$ cat src/rtl/pio_cmd_pkg.sv
// Shared types and field geometry for the PIO command engine.
// Widths here describe the default 32-bit word; the engine derives its own from DATA_W.
package pio_cmd_pkg;

    localparam int DATA_W_DFLT = 32;
    localparam int OPND_W      = DATA_W_DFLT - 4;
    localparam int RES_W       = DATA_W_DFLT - 3;
    localparam int DIV_W       = 26;
    localparam logic [DIV_W-1:0] DIV_MAX = {DIV_W{1'b1}};

    typedef enum logic [2:0] {
        OP_ECHO   = 3'd0,
        OP_INC    = 3'd1,
        OP_ADD    = 3'd2,
        OP_CLR    = 3'd3,
        OP_RDACC  = 3'd4,
        OP_SETDIV = 3'd5,
        OP_DELAY  = 3'd6,
        OP_BAD    = 3'd7
    } opcode_e;

    typedef enum logic [1:0] {
        ST_IDLE    = 2'd0,
        ST_CAPTURE = 2'd1,
        ST_EXEC    = 2'd2,
        ST_RESP    = 2'd3
    } state_e;

endpackage

$ cat src/rtl/led_blinker.sv
// Free-running LED blinker: toggles led every div clocks; a divisor load restarts the count.
module led_blinker
    import pio_cmd_pkg::*;
#(
    parameter int BLINK_DIV = 25000000
) (
    input  logic             clk,
    input  logic             reset_n,
    input  logic [DIV_W-1:0] div,
    input  logic             div_load,
    output logic             led
);

    logic [DIV_W-1:0] r_div;
    logic [DIV_W-1:0] r_cnt;
    logic             r_led;

    // Divisor register, wrap counter and LED toggle.
    always_ff @(posedge clk or negedge reset_n) begin
        if (!reset_n) begin
            r_div <= DIV_W'(BLINK_DIV);
            r_cnt <= {DIV_W{1'b0}};
            r_led <= 1'b0;
        end else if (div_load) begin
            r_div <= div;
            r_cnt <= {DIV_W{1'b0}};
        end else if (r_cnt >= (r_div - {{(DIV_W-1){1'b0}}, 1'b1})) begin
            r_cnt <= {DIV_W{1'b0}};
            r_led <= ~r_led;
        end else begin
            r_cnt <= r_cnt + {{(DIV_W-1){1'b0}}, 1'b1};
        end
    end

    assign led = r_led;

endmodule

$ cat src/rtl/pio_cmd_engine.sv
// HPS<->FPGA PIO command engine: toggle-handshake command decode, accumulator, delay, blinker.
// Define PIO_CMD_BLINK_EN to include the LED blinker and the SETDIV opcode.
module pio_cmd_engine
    import pio_cmd_pkg::*;
#(
    parameter int DATA_W    = 32,
    parameter int BLINK_DIV = 25000000,
    parameter int DELAY_MAX = 1023
) (
    input  logic              clk,
    input  logic              reset_n,
    input  logic [DATA_W-1:0] pp_out,
    output logic [DATA_W-1:0] pp_in,
    output logic              led
);

    localparam int L_OPND_W = DATA_W - 4;
    localparam int L_RES_W  = DATA_W - 3;
    localparam int L_CNT_W  = $clog2(DELAY_MAX + 1);

    logic [DATA_W-1:0]   r_pp_q;
    state_e              r_state;
    state_e              w_state_nxt;
    logic                r_last_req;
    opcode_e             r_opcode;
    logic [L_OPND_W-1:0] r_operand;
    logic [L_RES_W-1:0]  r_acc;
    logic [L_CNT_W-1:0]  r_dly_cnt;
    logic [L_CNT_W-1:0]  r_dly_tgt;
    logic [L_CNT_W-1:0]  w_dly_tgt;
    logic                r_ack;
    logic                r_busy;
    logic                r_err;
    logic [L_RES_W-1:0]  r_res;
    logic                w_req;
    logic                w_exec_done;
    logic [L_RES_W-1:0]  w_opnd_ext;
    logic [L_RES_W-1:0]  w_res;
    logic                w_err;

    assign w_req      = r_pp_q[DATA_W-1];
    assign w_opnd_ext = {1'b0, r_operand};

`ifdef PIO_CMD_BLINK_EN
    logic             w_div_ok;
    logic [DIV_W-1:0] w_div_val;
    logic             w_div_load;

    // Oversized divisors saturate to the counter range; zero is rejected.
    assign w_div_ok   = (r_operand != {L_OPND_W{1'b0}});
    assign w_div_val  = (32'(r_operand) > 32'(DIV_MAX)) ? DIV_MAX : DIV_W'(r_operand);
    assign w_div_load = w_exec_done && (r_opcode == OP_SETDIV) && w_div_ok;

    led_blinker #(
        .BLINK_DIV (BLINK_DIV)
    ) u_blinker (
        .clk      (clk),
        .reset_n  (reset_n),
        .div      (w_div_val),
        .div_load (w_div_load),
        .led      (led)
    );
`else
    logic w_unused_blink;
    assign w_unused_blink = (BLINK_DIV > 0);
    assign led            = 1'b0;
`endif

    // Next-state logic; DELAY stays in EXEC until the wait count is reached.
    always_comb begin
        w_state_nxt = r_state;
        w_exec_done = 1'b0;
        case (r_state)
            ST_IDLE: begin
                if (w_req != r_last_req) begin
                    w_state_nxt = ST_CAPTURE;
                end else begin
                    w_state_nxt = ST_IDLE;
                end
            end
            ST_CAPTURE: w_state_nxt = ST_EXEC;
            ST_EXEC: begin
                if ((r_opcode != OP_DELAY) || (r_dly_cnt == r_dly_tgt)) begin
                    w_exec_done = 1'b1;
                    w_state_nxt = ST_RESP;
                end else begin
                    w_state_nxt = ST_EXEC;
                end
            end
            ST_RESP: w_state_nxt = ST_IDLE;
            default: w_state_nxt = ST_IDLE;
        endcase
    end

    // Saturated delay wait length.
    always_comb begin
        if (32'(r_operand) > 32'(DELAY_MAX)) begin
            w_dly_tgt = L_CNT_W'(DELAY_MAX);
        end else begin
            w_dly_tgt = L_CNT_W'(r_operand);
        end
    end

    // Response value, evaluated in RESP after the accumulator has settled.
    always_comb begin
        w_res = {L_RES_W{1'b0}};
        w_err = 1'b0;
        case (r_opcode)
            OP_ECHO:  w_res = w_opnd_ext;
            OP_INC:   w_res = w_opnd_ext + {{(L_RES_W-1){1'b0}}, 1'b1};
            OP_ADD:   w_res = r_acc;
            OP_CLR:   w_res = {L_RES_W{1'b0}};
            OP_RDACC: w_res = r_acc;
`ifdef PIO_CMD_BLINK_EN
            OP_SETDIV: begin
                if (w_div_ok) begin
                    w_res = w_opnd_ext;
                end else begin
                    w_err = 1'b1;
                end
            end
`endif
            OP_DELAY: w_res = L_RES_W'(r_dly_cnt);
            default:  w_err = 1'b1;
        endcase
    end

    // State and input-capture registers.
    always_ff @(posedge clk or negedge reset_n) begin
        if (!reset_n) begin
            r_state <= ST_IDLE;
            r_pp_q  <= {DATA_W{1'b0}};
        end else begin
            r_state <= w_state_nxt;
            r_pp_q  <= pp_out;
        end
    end

    // Command latch, delay counter, accumulator and PIO response word.
    always_ff @(posedge clk or negedge reset_n) begin
        if (!reset_n) begin
            r_last_req <= 1'b0;
            r_opcode   <= OP_ECHO;
            r_operand  <= {L_OPND_W{1'b0}};
            r_acc      <= {L_RES_W{1'b0}};
            r_dly_cnt  <= {L_CNT_W{1'b0}};
            r_dly_tgt  <= {L_CNT_W{1'b0}};
            r_ack      <= 1'b0;
            r_busy     <= 1'b0;
            r_err      <= 1'b0;
            r_res      <= {L_RES_W{1'b0}};
        end else begin
            case (r_state)
                ST_IDLE: begin
                    if (w_state_nxt == ST_CAPTURE) begin
                        r_last_req <= w_req;
                        r_opcode   <= opcode_e'(r_pp_q[DATA_W-2 -: 3]);
                        r_operand  <= r_pp_q[L_OPND_W-1:0];
                        r_busy     <= 1'b1;
                    end
                end
                ST_CAPTURE: begin
                    r_dly_cnt <= {L_CNT_W{1'b0}};
                    r_dly_tgt <= w_dly_tgt;
                end
                ST_EXEC: begin
                    if (w_exec_done) begin
                        if (r_opcode == OP_ADD) begin
                            r_acc <= r_acc + w_opnd_ext;
                        end else if (r_opcode == OP_CLR) begin
                            r_acc <= {L_RES_W{1'b0}};
                        end
                    end else begin
                        r_dly_cnt <= r_dly_cnt + {{(L_CNT_W-1){1'b0}}, 1'b1};
                    end
                end
                ST_RESP: begin
                    r_ack  <= ~r_ack;
                    r_busy <= 1'b0;
                    r_err  <= w_err;
                    r_res  <= w_res;
                end
                default: ;
            endcase
        end
    end

    assign pp_in = {r_ack, r_busy, r_err, r_res};

endmodule
$ cat config.mk
export PLATFORM = sky130hd
export DESIGN_NAME = pio_cmd_engine
export DESIGN_NICKNAME = d
export VERILOG_FILES = /design/src/rtl/pio_cmd_pkg.sv /design/src/rtl/led_blinker.sv /design/src/rtl/pio_cmd_engine.sv
export SDC_FILE = /design/constraint.sdc
export NUM_CORES = 1
export LEC_CHECK = 0
export BUFFER_PORTS_ARGS = -buffer_cell sky130_fd_sc_hd__buf_2
export CAP_MARGIN = 30
export CORE_MARGIN = 5
export CORE_UTILIZATION = 55
export DETAILED_ROUTE_END_ITERATION = 16
export PLACE_DENSITY = 0.71
export SLEW_MARGIN = 20
export SYNTH_ARGS = -nofsm -noshare
export SYNTH_HDL_FRONTEND = slang
export SYNTH_SLANG_ARGS = --single-unit
$ cat constraint.sdc
create_clock -name clk -period 3.23 [get_ports clk]
set_input_delay 0 -clock clk [delete_from_list [all_inputs] [get_ports clk]]
set_output_delay 0 -clock clk [all_outputs]
set_load 0.1 [all_outputs]
-- Yosys cells after proc, flatten, opt, wreduce, memory -nomap -nowiden
Cells that the tools add are included.
- register bits: 147
- input port bits: 34
- logic and storage cells: 57
- add/sub/neg operators: 3
- $lt $le $gt $ge: 1
- equality and inequality tests: 14
- multiplexer cells: 14
- bitwise operators: 1
- reduce and logical (&&, ||, !) cells: 12
- operators with widths (cell ; number):
    29-bit case mux with 4 select lines ; 1
    29-bit 2-to-1 mux ; 2
    28-bit by 1-bit adder with 29-bit output (second input constant) ; 1
    29-bit by 28-bit adder with 29-bit output ; 1
    28-bit by 10-bit > comparator with 1-bit output (second input constant) ; 1
    10-bit 2-to-1 mux ; 2
    10-bit case mux with 2 select lines ; 1
    10-bit by 1-bit adder with 10-bit output (second input constant) ; 1
    10-bit equality test ; 1
    2-bit case mux with 4 select lines ; 1
    3-bit by 2-bit equality test with 1-bit output (second input constant) ; 2
    3-bit equality test (second input constant) ; 2
    1-bit 2-to-1 mux ; 6
    2-bit AND reduction ; 3
    2-bit nonzero test ; 3
    6-bit OR reduction ; 1
    2-bit by 1-bit equality test with 1-bit output (second input constant) ; 2
    2-bit equality test (second input constant) ; 2
    2-bit != test (second input constant) ; 2
    3-bit by 1-bit equality test with 1-bit output (second input constant) ; 1
    3-bit logical NOT ; 1
    3-bit != test (second input constant) ; 1
    3-bit AND reduction ; 1
    2-bit logical NOT ; 1
    5 further kinds ; 5

-- Depth between registers and ports, before layout
- word-level depth: 7
- depth in mapped cells: 10
- mapped depth without buffers: 10

-- Worst setup path after synthesis
Ideal clock, no wire load.
- path kind: register to register
- start: register r_operand[0]
- end: register r_acc[22]
- arrival time: 2.292 ns
- required time: 3.101 ns
- setup slack: 0.809 ns
- cell stages (with the launch flop): 11
- path through: dfrtp_1 > ha_1 > inv_1 > fa_1 > nor2b_4 > o31a_4 > o211a_1 > o311a_4 > o311ai_4 > xor2_1 > o21ai_1
- longest elaborated chain between the ends: 2
- RTL lines (element ; RTL line ; text):
    from (decl) ; pio_cmd_engine.sv:26 ; logic [L_OPND_W-1:0] r_operand;
    from (signal assigned) ; pio_cmd_engine.sv:144 ; r_operand <= {L_OPND_W{1'b0}};
    from (signal assigned) ; pio_cmd_engine.sv:158 ; r_operand <= r_pp_q[L_OPND_W-1:0];
    29-bit by 28-bit adder with 29-bit output ; pio_cmd_engine.sv:169 ; r_acc <= r_acc + w_opnd_ext;
    29-bit 2-to-1 mux ; pio_cmd_engine.sv:168 ; if (r_opcode == OP_ADD) begin
    to (signal assigned) ; pio_cmd_engine.sv:145 ; r_acc <= {L_RES_W{1'b0}};
    to (signal assigned) ; pio_cmd_engine.sv:169 ;
    to (signal assigned) ; pio_cmd_engine.sv:171 ; r_acc <= {L_RES_W{1'b0}};
    to (decl) ; pio_cmd_engine.sv:27 ; logic [L_RES_W-1:0] r_acc;
No other way between the ends.
A chain may end at the register's enable or synchronous reset.

-- Worst setup path after layout
Ends and elaborated chain as after synthesis.

==> flow_results.org <==
** Status
- Result of the run :: finished clean

** Synth
- Dominant cells by area after synthesis :: dfrtp_1 (42%), mux2_4 (5.2%), ha_1 (5.0%)
- The share of the Yosys chip area taken by registers is 0.4239.
- In the synthesized netlist, the number of instances is between 800 and 900.
- Net count after synthesis :: around 930
- In the post-synthesis netlist, the cell with the most instances is dfrtp_1.
- The Yosys step of the flow raised 0 warnings.
- A synthesized cell averages approximately 10 um2.
- Biggest area consumer among synthesized cells :: dfrtp_1
- Post-synth ARST share :: 1.000
- Cell Area, Synth :: around 8700 um2
- Synthesis inferred 147 register bits.
- The commonest cells after synthesis are dfrtp_1 (147), o21ai_0 (71), nand2_1 (68), a21oi_1 (54), nor2_1 (50).
- Number of synthesized flops with an enable pin :: 0
- Fraction of synthesized cell area taken by the top area cell type :: 0.4239
- Among all flip-flop cells after synthesis, the most frequent one is dfrtp_1.
- Synth cell types :: 79

** STA
- Worst slew margin relative to its limit :: 0.4405
- Derived from the worst setup path, the maximum achievable clock frequency is about 0.39 GHz.
- Aggregate negative setup slack :: 0 ps
- Smallest setup slack after layout :: about 640 ps
- Dividing the final minimum period by the clock period gives 0.8024.
- Setup repair after global routing left no endpoint under its margin.
- At the pin with the least slew margin, the transition time is approximately 840 ps.
- Finish-stage setup viols :: 0
- After layout, the minimum clock period comes to roughly 2600 ps.
- The clock arrives with 10.56 ps of skew.
- Max-slew violation count :: 0
- The number of hold violations in the final report was 0.

** Run
- Maximum capacitance violations :: 0

** Cells and area
- Relative to the synthesized area, the layout overhead comes to 16.71%.
- Number of fill cells :: around 1300
- The repair_antennas step left the layout with diodes totalling 0.
- Summing all flip-flop and latch instances after layout gives 3680 um2.
- The net count of the finished layout is about 1000.
- At the end of the flow the core is filled with cells to 0.6470.
- In the final layout, the multi-input gates occupy roughly 4700 um2.
- Of the cells placed in the final design, the portion with a size suffix greater than 1 is 0.1811.

** Floorplanning
- The initial utilization of the core area, before any placement, comes to 0.5543.
- I/O pins :: between 60 and 70
- After floorplanning, the core was divided into 46 placement rows.
- Width of the chip :: approximately 140 um
- After floorplanning, the core was sized to cover approximately 16000 um2.
- The floorplan step set the die height to around 140 um.
- The floorplan step defined a die boundary enclosing between 15000 and 20000 um2.

** Routing
- Summed over all layers, the routed wires come to 23.09 mm.
- The first detailed-routing pass took 5 iterations.
- After detailed routing, the number of vias per cell comes to about 6.0.
- DRC violations left :: 0
- Antenna-violating nets left :: 0
- Post-DR wirelength/cell :: slightly below 20 um
- Vias after detailed routing :: ~7000
- After the first detailed-routing iteration, the DRC count stood at around 630.

** Worst setup path
- For this run, the slowest stage of the critical path takes roughly 440 ps.
- Count of buffer and inverter cells on the critical path :: 1
- Signal arrival time at the worst endpoint :: 2880 ps
- Worst reg2reg setup slack :: 640 ps
- CP Cell Sequence :: ha_1 > inv_1 > fa_1 > nor2b_4 > o31a_4 > o211a_1 > o311a_4 > o311ai_4 > xor2_1 > o21ai_1
- Startpoint of the most critical setup path :: r_operand[0]
- STA classifies the critical path endpoint as a flip-flop.
- Highest fanout seen on the critical path :: 6
- In this run the critical register-to-register path is launched from r_operand[0].
- STA classifies the critical path startpoint as a flip-flop.
- Data on the critical path is required at its endpoint by between 3000 and 4000 ps.
- Crit path max-delay cell type :: dfrtp_1
- The worst setup path is of the flip-flop to flip-flop kind.
- Cell class contributing the biggest share of worst-path delay :: compound AO/OA/AOI/OAI gates

** Clock tree
- In this run the post-CTS setup repair buffer count came out at 0.
- Clk Tree Root Cell :: clkbuf_16
- Clock H-tree levels :: 4
- Clock Sinks :: around 150
- Clock-pin slew was measured on the worst setup and hold paths at ~60 ps.
- TritonCTS built the clock tree.
- Buffer levels on the longest clock path :: 2
- Buffers inserted during clock tree synthesis total 17.
- Clock latency of the later-clocked register in the worst-skew pair :: around 430 ps
- The number of gates resized after CTS was 0.

** Placement
- At the placement stage, the worst setup path has a slack of between 600 and 700 ps.
- After legalization and detailed placement, the total HPWL measured between 15 and 20 mm.
- Weighted congestion at the end of routability-driven global placement :: 0.9303
- I/O Buffers :: 65

** Power
- Largest voltage drop on the vdd net :: between 0.0009 and 0.001 V
- In this run the power density over the cells is 1169 nW/um2.
- Leakage component of the power :: between 4 and 5 nW

** Worst hold path
- Type of the most critical hold path :: input pin to flip-flop
- Launch point of the worst hold path :: pp_out[21]

** Global routing
- For this run, the total global-route usage over all layers was measured as 0.2618.
- The total overflow left after global routing is 0.
- Entering global routing, the biggest net connects a little under 100 pins.
- Antenna violations before repair :: 1
- Vias in the first global route :: 6986
- Global-route wire length before repair :: ~38 mm
final cells by class:
cell class | instances | area share
clock buffers | 17 | 0.04200
clock inverters | 15 | 0.01161
inverters | 18 | 0.006671
multi-input cells | 650 | 0.4609
flip-flops and latches | 147 | 0.3633
well taps | 216 | 0.02668
repair buffers | 125 | 0.08882
per-layer routing:
layer / up-vias / routed length (um) / track usage
li1: 3359 / - / -
met1: 3496 / 9661 / 0.3320
met2: 224 / 11340 / 0.4350
met3: 54 / 1126 / 0.05275
met4: 2 / 948 / 0.1159
met5: - / 13 / 0
placed cells by master, fill, tap and decap left out, types with 4 or more instances in the layout:
cell and n:
mux2_4 30, and3_1 9, o21ai_0 71, nor2_1 50
or3_1 4, clkinv_2 4, dlygate4sd3_1 34, nand3_1 21
inv_1 17, nor3b_1 8, and4_1 4, dfrtp_1 146
o22ai_1 6, nand2_1 68, o22a_1 16, o31ai_1 7
nor4_1 5, buf_4 24, o21a_1 14, nor2b_1 12
a21o_1 16, nand2b_1 6, buf_2 64, a21oi_1 54
and2_1 5, xnor2_1 27, xor2_1 28, nor4b_1 4
o2bb2ai_1 5, a211oi_1 23, inv_6 7, a31oi_1 5
or2_2 5, mux2i_1 31, nand4_1 17, ha_1 35
nor3_1 6, clkbuf_16 17
stage by stage:
stage          hold slack (ps)  area [um2]  power, mW  std cells
2_1_floorplan           -295.6        8678      8.404        864
5_1_grt                  201.7       10130      12.60       1188
3_3_place_gp             107.3        9218      9.836       1121
4_1_cts                  199.1       10090      11.80       1186
3_5_place_dp             109.4        9218      9.890       1121
6_report                 211.9       10130      11.84       1188
path summary, 6_finish.rpt:
check                      cells after the start            end
max                                           10      r_acc[22]
min                                            2     r_pp_q[21]
max reg2reg                                   10      r_acc[22]
min reg2reg                                    1          r_ack
max in group asynchronous                      4    r_opcode[2]
min in group asynchronous                      3  r_operand[14]
flip-flops by register name, indices dropped and copies added (netlist names):
register,flops
r_err,1
r_busy,1
r_last_req,1
r_pp_q,32
r_dly_cnt,10
r_operand,28
r_ack,1
r_state,2
r_opcode,3
r_acc,29
r_dly_tgt,10
r_res,29
kinds of logic (layout without fill, tap and decap cells):
| family | count (synthesis) | after routing | share of synthesized area |
|---|---|---|---|
| AND/OR/NAND/NOR | 238 | 238 | 0.1406 |
| buffers and inverters | 67 | 175 | 0.03821 |
| multiplexers | 64 | 64 | 0.09155 |
| XOR/XNOR | 55 | 55 | 0.05551 |
| AO/OA/AOI/OAI | 256 | 256 | 0.1971 |
| flip-flops | 147 | 147 | 0.4239 |
| other | 1 | 1 | 0.0004321 |
| adder cells (fa/ha/maj) | 36 | 36 | 0.05277 |
power by group:
part	leakage, nW	total [mW]	switching [mW]	internal, mW
registers	1.77	3.13	0.695	2.43
logic	2.48	6.86	4.43	2.44
clock network	0.271	1.85	0.848	1.00
what timing repair did:
| item | in CTS | in global routing |
|---|---|---|
| hold endpoints to repair | 127 | 5 |
| setup endpoints to repair | 0 | 0 |
| hold buffers | 33 | 1 |
Power figures use the tool's default switching activity.
